<file path="src/rtl/bitcnt_pkg.sv">
// Shared types and helpers for the pipelined bit-count unit (CLZ / CTZ / CPOP).
package bitcnt_pkg;

  typedef enum logic [1:0] {
    FUNC_CLZ  = 2'd0,
    FUNC_CTZ  = 2'd1,
    FUNC_CPOP = 2'd2,
    FUNC_RSVD = 2'd3
  } func_e;

  // din_func[HALF_BIT] selects the low half of the operand.
  localparam int HALF_BIT  = 0;
  localparam int REF_MAX_W = 256;

  function automatic int cnt_width(input int w);
    return $clog2(w) + 1;
  endfunction

  // Behavioural reference: count over the low w (or w/2) bits of x.
  function automatic int bitcnt_ref(input logic [REF_MAX_W-1:0] x, input int w,
                                    input logic [2:0] func);
    int   n;
    int   cnt;
    logic hit;
    n   = func[HALF_BIT] ? w / 2 : w;
    cnt = 0;
    hit = 1'b0;
    case (func_e'(func[2:1]))
      FUNC_CPOP: begin
        for (int i = 0; i < REF_MAX_W; i++)
          if (i < n && x[i]) cnt++;
      end
      FUNC_CTZ: begin
        for (int i = 0; i < REF_MAX_W; i++) begin
          if (i < n && !hit) begin
            if (x[i]) hit = 1'b1;
            else      cnt++;
          end
        end
      end
      FUNC_CLZ: begin
        for (int i = REF_MAX_W - 1; i >= 0; i--) begin
          if (i < n && !hit) begin
            if (x[i]) hit = 1'b1;
            else      cnt++;
          end
        end
      end
      default: cnt = 0;
    endcase
    return cnt;
  endfunction

endpackage

</file>
<file path="src/rtl/bitcnt_popcnt_pipe.sv">
// Popcount adder tree of WIDTH inputs, cut into STAGES register stages with
// per-stage valid bits and externally supplied load enables.
module bitcnt_popcnt_pipe
  import bitcnt_pkg::*;
#(
  parameter int WIDTH  = 64,
  parameter int STAGES = 2
) (
  input  logic                   clock,
  input  logic                   resetn,
  input  logic [STAGES-1:0]      ld,
  input  logic                   in_valid,
  input  logic [WIDTH-1:0]       in_vec,
  output logic [STAGES-1:0]      valid,
  output logic [$clog2(WIDTH):0] cnt
);

  localparam int CW   = cnt_width(WIDTH);
  localparam int LVLS = $clog2(WIDTH);

  // Level l of the tree holds WIDTH>>l partial sums; unused upper slots stay zero.
  typedef logic [WIDTH-1:0][CW-1:0] sums_t;

  function automatic sums_t widen(input logic [WIDTH-1:0] v);
    sums_t r;
    for (int i = 0; i < WIDTH; i++) r[i] = {{(CW-1){1'b0}}, v[i]};
    return r;
  endfunction

  function automatic sums_t reduce(input sums_t a, input int from_lvl, input int to_lvl);
    sums_t r;
    sums_t n;
    r = a;
    for (int l = 0; l < LVLS; l++) begin
      if (l >= from_lvl && l < to_lvl) begin
        n = '0;
        for (int i = 0; i < WIDTH / 2; i++)
          if (i < (WIDTH >> (l + 1))) n[i] = r[2*i] + r[2*i+1];
        r = n;
      end
    end
    return r;
  endfunction

  function automatic logic [CW-1:0] total(input sums_t a, input int from_lvl);
    sums_t r;
    r = reduce(a, from_lvl, LVLS);
    return r[0];
  endfunction

  logic [STAGES-1:0] valid_d, valid_q;
  logic [STAGES-1:0] take;

  // A stage captures new data only when it loads and its upstream holds a valid op.
  always_comb begin
    valid_d[0] = ld[0] ? in_valid : valid_q[0];
    take[0]    = ld[0] & in_valid;
    for (int k = 1; k < STAGES; k++) begin
      valid_d[k] = ld[k] ? valid_q[k-1] : valid_q[k];
      take[k]    = ld[k] & valid_q[k-1];
    end
  end

  always_ff @(posedge clock or negedge resetn) begin
    if (!resetn) valid_q <= '0;
    else         valid_q <= valid_d;
  end

  assign valid = valid_q;

  sums_t link [STAGES];
  assign link[0] = widen(in_vec);

  for (genvar k = 1; k <= STAGES; k++) begin : g_stage
    localparam int LO = ((k - 1) * LVLS) / STAGES;
    if (k < STAGES) begin : g_mid
      localparam int HI = (k * LVLS) / STAGES;
      sums_t sums_d, sums_q;

      always_comb begin
        sums_d = sums_q;
        if (take[k-1]) sums_d = reduce(link[k-1], LO, HI);
      end

      always_ff @(posedge clock or negedge resetn) begin
        if (!resetn) sums_q <= '0;
        else         sums_q <= sums_d;
      end

      assign link[k] = sums_q;
    end else begin : g_last
      logic [CW-1:0] cnt_d, cnt_q;

      always_comb begin
        cnt_d = cnt_q;
        if (take[k-1]) cnt_d = total(link[k-1], LO);
      end

      always_ff @(posedge clock or negedge resetn) begin
        if (!resetn) cnt_q <= '0;
        else         cnt_q <= cnt_d;
      end

      assign cnt = cnt_q;
    end
  end

endmodule

</file>
<file path="src/rtl/bitcnt_pipe.sv">
// Pipelined CLZ/CTZ/CPOP unit: operand normalisation turns every function into
// a popcount, which the registered adder tree then evaluates.
module bitcnt_pipe
  import bitcnt_pkg::*;
#(
  parameter int WIDTH  = 64,
  parameter int STAGES = 2
) (
  input  logic             clock,
  input  logic             resetn,
  input  logic             din_valid,
  output logic             din_ready,
  input  logic [WIDTH-1:0] din_data,
  input  logic [2:0]       din_func,
  output logic             dout_valid,
  input  logic             dout_ready,
  output logic [WIDTH-1:0] dout_data
);

  localparam int H  = WIDTH / 2;
  localparam int CW = cnt_width(WIDTH);
  localparam logic [WIDTH-1:0] LO_MASK = {{H{1'b0}}, {H{1'b1}}};
  localparam logic [WIDTH-1:0] ONE     = {{(WIDTH-1){1'b0}}, 1'b1};

  func_e            op;
  logic             half;
  logic [WIDTH-1:0] nmask;
  logic [WIDTH-1:0] x;
  logic [WIDTH-1:0] rev;
  logic [WIDTH-1:0] sel;
  logic [WIDTH-1:0] vec;

  // CTZ is popcount(~x & (x-1)) restricted to the active N bits; CLZ reuses it
  // on the N-bit reversal, which for half mode lands in the upper half first.
  always_comb begin
    op    = func_e'(din_func[2:1]);
    half  = din_func[HALF_BIT];
    nmask = half ? LO_MASK : '1;
    x     = din_data & nmask;
    for (int i = 0; i < WIDTH; i++) rev[i] = x[WIDTH-1-i];
    if (half) rev = rev >> H;
    sel = (op == FUNC_CLZ) ? rev : x;
    case (op)
      FUNC_CPOP:          vec = x;
      FUNC_CLZ, FUNC_CTZ: vec = ~sel & (sel - ONE) & nmask;
      default:            vec = '0;
    endcase
  end

  // Handshake: a transfer happens on a rising edge where valid && ready.
  // Stage k loads when it, or any stage downstream of it, is empty, or when
  // the consumer takes the result; ready never looks at din_valid.
  logic [STAGES-1:0] ld;
  logic [STAGES-1:0] valid;
  logic [CW-1:0]     cnt;

  always_comb begin
    for (int k = 0; k < STAGES; k++) begin
      ld[k] = dout_ready;
      for (int j = k; j < STAGES; j++)
        if (!valid[j]) ld[k] = 1'b1;
    end
  end

  bitcnt_popcnt_pipe #(
    .WIDTH  (WIDTH),
    .STAGES (STAGES)
  ) u_popcnt (
    .clock    (clock),
    .resetn   (resetn),
    .ld       (ld),
    .in_valid (din_valid),
    .in_vec   (vec),
    .valid    (valid),
    .cnt      (cnt)
  );

  assign din_ready  = ld[0];
  assign dout_valid = valid[STAGES-1];
  assign dout_data  = {{(WIDTH-CW){1'b0}}, cnt};

endmodule

</file>
<file path="config.mk">
export PLATFORM = sky130hd
export DESIGN_NAME = bitcnt_pipe
export DESIGN_NICKNAME = d
export VERILOG_FILES = /design/src/rtl/bitcnt_pkg.sv /design/src/rtl/bitcnt_popcnt_pipe.sv /design/src/rtl/bitcnt_pipe.sv
export SDC_FILE = /design/constraint.sdc
export NUM_CORES = 1
export LEC_CHECK = 0
export BUFFER_PORTS_ARGS = -buffer_cell sky130_fd_sc_hd__buf_2
export CAP_MARGIN = 20
export CORE_MARGIN = 2
export CORE_UTILIZATION = 30
export CTS_BUF_LIST = sky130_fd_sc_hd__clkbuf_4
export CTS_CLUSTER_SIZE = 10
export DETAILED_ROUTE_END_ITERATION = 16
export PLACE_DENSITY = 0.48
export SYNTH_ARGS = -nofsm -noshare
export SYNTH_HDL_FRONTEND = slang
export SYNTH_SLANG_ARGS = --single-unit
</file>
<file path="constraint.sdc">
create_clock -name clock -period 5.75 [get_ports clock]
set_clock_uncertainty 0.15 [all_clocks]
set_input_delay 0.575 -clock clock [delete_from_list [all_inputs] [get_ports clock]]
set_output_delay 0.575 -clock clock [all_outputs]
set_load 0.01 [all_outputs]
</file>
==> results.md <==
* Status: completed
* Drt drc at 0
* RR Startpoint: u_popcnt.g_stage[1].g_mid.sums_q[7]
* Vias in the first global route at 5943
* Clock latency on the worst-skew pair at 0.42 ns
* Crit Path Max Fanout at 18
* Tightest Pin Transition at 0.819 ns
* Critical path class: input pin to flip-flop
* Initial antenna violation count at 1
* Clock sinks at 41
* Hold Buf Count CTS at 0
* Top post-synthesis cells by area: ha_1, dfrtp_1, fa_1
* Crit. End Element: flip-flop
* Hold Path Class: input pin to flip-flop
* Startpoint types: input pin
* LEAKAGE at 0.00411 uW
* Die ar. at 24400 um2
* VDD IR max at 0.149 mV
* Clk buf depth at 2
* Final hold vios at 0
* Top Family by Delay on Critical Path: simple AND/OR/NAND/NOR gates
* Input/output buffers at 79
* Final antenna-violating net count at 0
* Routability cong. at 0.924
* Pre-antenna DRT Iters at 5
* Core Rows at 55
* Fmax at 0.200 GHz
* Pin count of the biggest net entering global routing at 51
* Dpl hpwl at 17.3 mm
* Core area at 22700 um2
* TritonCTS buffer count at 5
* First-pass GRT wire length at 32.5 mm
* CP startpoint: din_func[1]
* Area Overhead vs Synth at 9.08%
* Die W at 156 um
* Drt wl/cell at 17.3 um
* Setup_tns at 0 ns
* Max-Cap Viols at 0
* Yosys cell types at 58
* Ys flop type: dfrtp_1
* Final min period at 5.01 ns
* Slowest cell on crit path: nor2_2
* Cells after synthesis at 840
* Non-filler cells, final at 1198
* Via/cell ratio at 5.15
* Layout cell share with drive strength beyond 1 at 15.5%
* Clock slew at reported path FFs at 0.15 ns
* Synth warn at 0
* Cell area after synthesis at 6940 um2
* Rel. slew slack at 45.4%
* Hold_ws at 0.210 ns
* CTS tree: done
* Worst Path Required at 5.90 ns
* Final core occ at 33.4%
* CP cell instances: buf_2, nor2_2, buf_4, mux2i_1, nand4_1, nor4_4, buf_4, nand4_2, o31ai_1, ha_1, ha_1, inv_1, fa_1, inv_1, fa_1, mux2_2
* Post-synthesis sequential area ratio at 14.8%
* DR vias at 6171
* Post-cts resize count at 0
* Final Max Tran Viols at 0
* Pwr Density at 189 nW/um2
* Synth top area share at 18.7%
* Post-CTS Setup Bufs at 0
* Critical Path Max Stage Delay at 0.68 ns
* Setup violations, final at 0
* Iter 0 DRT Violations at 340
* Post-synth EDFFs at 0
* Hold_sp: din_valid
* H-tree depth at 2
* Layout net count at 1117
* Synthesis-stage register bit count at 41
* Avg Cell Area, Syn at 8.27 um2
* Cell taking the most area after synthesis: ha_1
* Die Ht at 156 um
* Root buffer cell: clkbuf_4
* Final worst-path cycle share at 87.1%
* IO Pins at 137
* WP buf/inv at 5
* Critical Path AT at 5.15 ns
* Unrepaired setup endpoints after global routing: no
* Remaining global-route overflow at 0
* All-Layer GR Usage at 17.1%
* Placed insts at 1187
* Synth async-reset ratio at 100%
* Drt total wl at 20.8 mm
* Initial Utilization at 30.6%
==> cells in the final DEF, fill, tap and decap left out, types with 13 or more instances in the layout <==
cell type	Yosys	layout
inv_1	54	54
mux2i_1	26	26
buf_4	58	20
a21oi_1	35	35
nor2_1	34	33
xnor2_1	16	16
o21ai_0	57	57
o31ai_1	14	14
conb_1	1	57
mux2_2	25	25
ha_1	104	104
nor4_1	13	13
nand2_1	108	108
o21ai_1	13	13
buf_2	8	79
dfrtp_1	41	41
a21o_1	34	34
fa_1	31	31
==> worst paths after layout <==
check	cells after the start	slack (ns)	to
worst max register to register	10	2.54	u_popcnt.cnt[5]
min in group asynchronous	2	0.41	u_popcnt.cnt[5]
worst min-delay path	2	0.21	u_popcnt.valid[0]
worst min register to register	2	0.34	u_popcnt.cnt[3]
worst max-delay path	16	0.74	u_popcnt.g_stage[1].g_mid.sums_q[29]
max in group asynchronous	3	4.56	u_popcnt.g_stage[1].g_mid.sums_q[42]
==> kinds of logic after synthesis <==
| family | share of synthesized area (%) |
|---|---|
| AOI/OAI and AO/OA | 18.2 |
| and+or+nand+nor | 16.4 |
| DFF | 14.8 |
| muxes | 8.29 |
| other | 0.0540 |
| adders and majority gates | 27.7 |
| buffers and inverters | 11.3 |
| xor gates and xnor gates | 3.28 |
==> cells in the mapped netlist, types with 3 or more instances <==
master	number
nor2b_1	6
or3_1	12
o21ai_1	13
and3_1	4
o22ai_1	3
a21o_1	34
xor2_1	10
nand4_1	5
a31oi_1	8
a22oi_1	5
a22o_1	8
xnor2_1	16
o21ai_0	57
nand3b_1	3
o21bai_1	3
buf_4	58
buf_2	8
inv_1	54
nand2_1	108
nor2_1	34
buf_1	3
nand3_1	11
dfrtp_1	41
o211ai_1	6
a211oi_1	3
nor4_1	13
mux2_2	25
a21oi_1	35
nand2b_1	6
fa_1	31
mux2_1	3
o31ai_1	14
mux2i_1	26
or4_1	5
ha_1	104
and2_1	4
nor3_1	13
clkbuf_1	23
==> per-layer routing <==
metal,part of all wire [%],wire length (um),vias to the layer above,GRT usage (%)
li1,-,-,3010,-
met1,47,9710,2928,23.9
met2,47,9670,212,27.8
met3,4.5,944,21,2.08
met4,2.2,450,0,5.02
met5,0,0,-,0
==> flip-flops by register name, summed over array words and instances (netlist names) <==
name,flops
u_popcnt.cnt,7
u_popcnt.valid,2
u_popcnt.g_stage.g_mid.sums_q,32
==> power by group <==
| part | internal, uW | total, uW | switching [uW] |
|---|---|---|---|
| Clock | 50.0 | 179 | 129 |
| Sequential | 342 | 380 | 38.0 |
| Combinational | 386 | 870 | 484 |
==> through the flow <==
| step | cell area, um2 | setup WS, ns | total power, uW |
|---|---|---|---|
| global placement | 7480 | 0.373 | 1250 |
| global route | 7570 | 0.504 | 1610 |
| floorplan | 7150 | 1.39 | 1030 |
| detailed placement | 7480 | 0.327 | 1260 |
| CTS | 7540 | 0.792 | 1460 |
| finish | 7570 | 0.743 | 1430 |
==> cell type report <==
| class | instances | area, um2 |
|---|---|---|
| Antenna cell | 1 | 2.50 |
| Clock buffer | 5 | 37.5 |
| Clock inverter | 3 | 25.0 |
| Fill cell | 2439 | 15100 |
| Inverter | 54 | 203 |
| Multi-Input combinational cell | 708 | 5350 |
| Sequential cell | 41 | 1030 |
| Tap cell | 285 | 357 |
| Timing Repair Buffer | 101 | 576 |
Power figures use the tool's default switching activity.
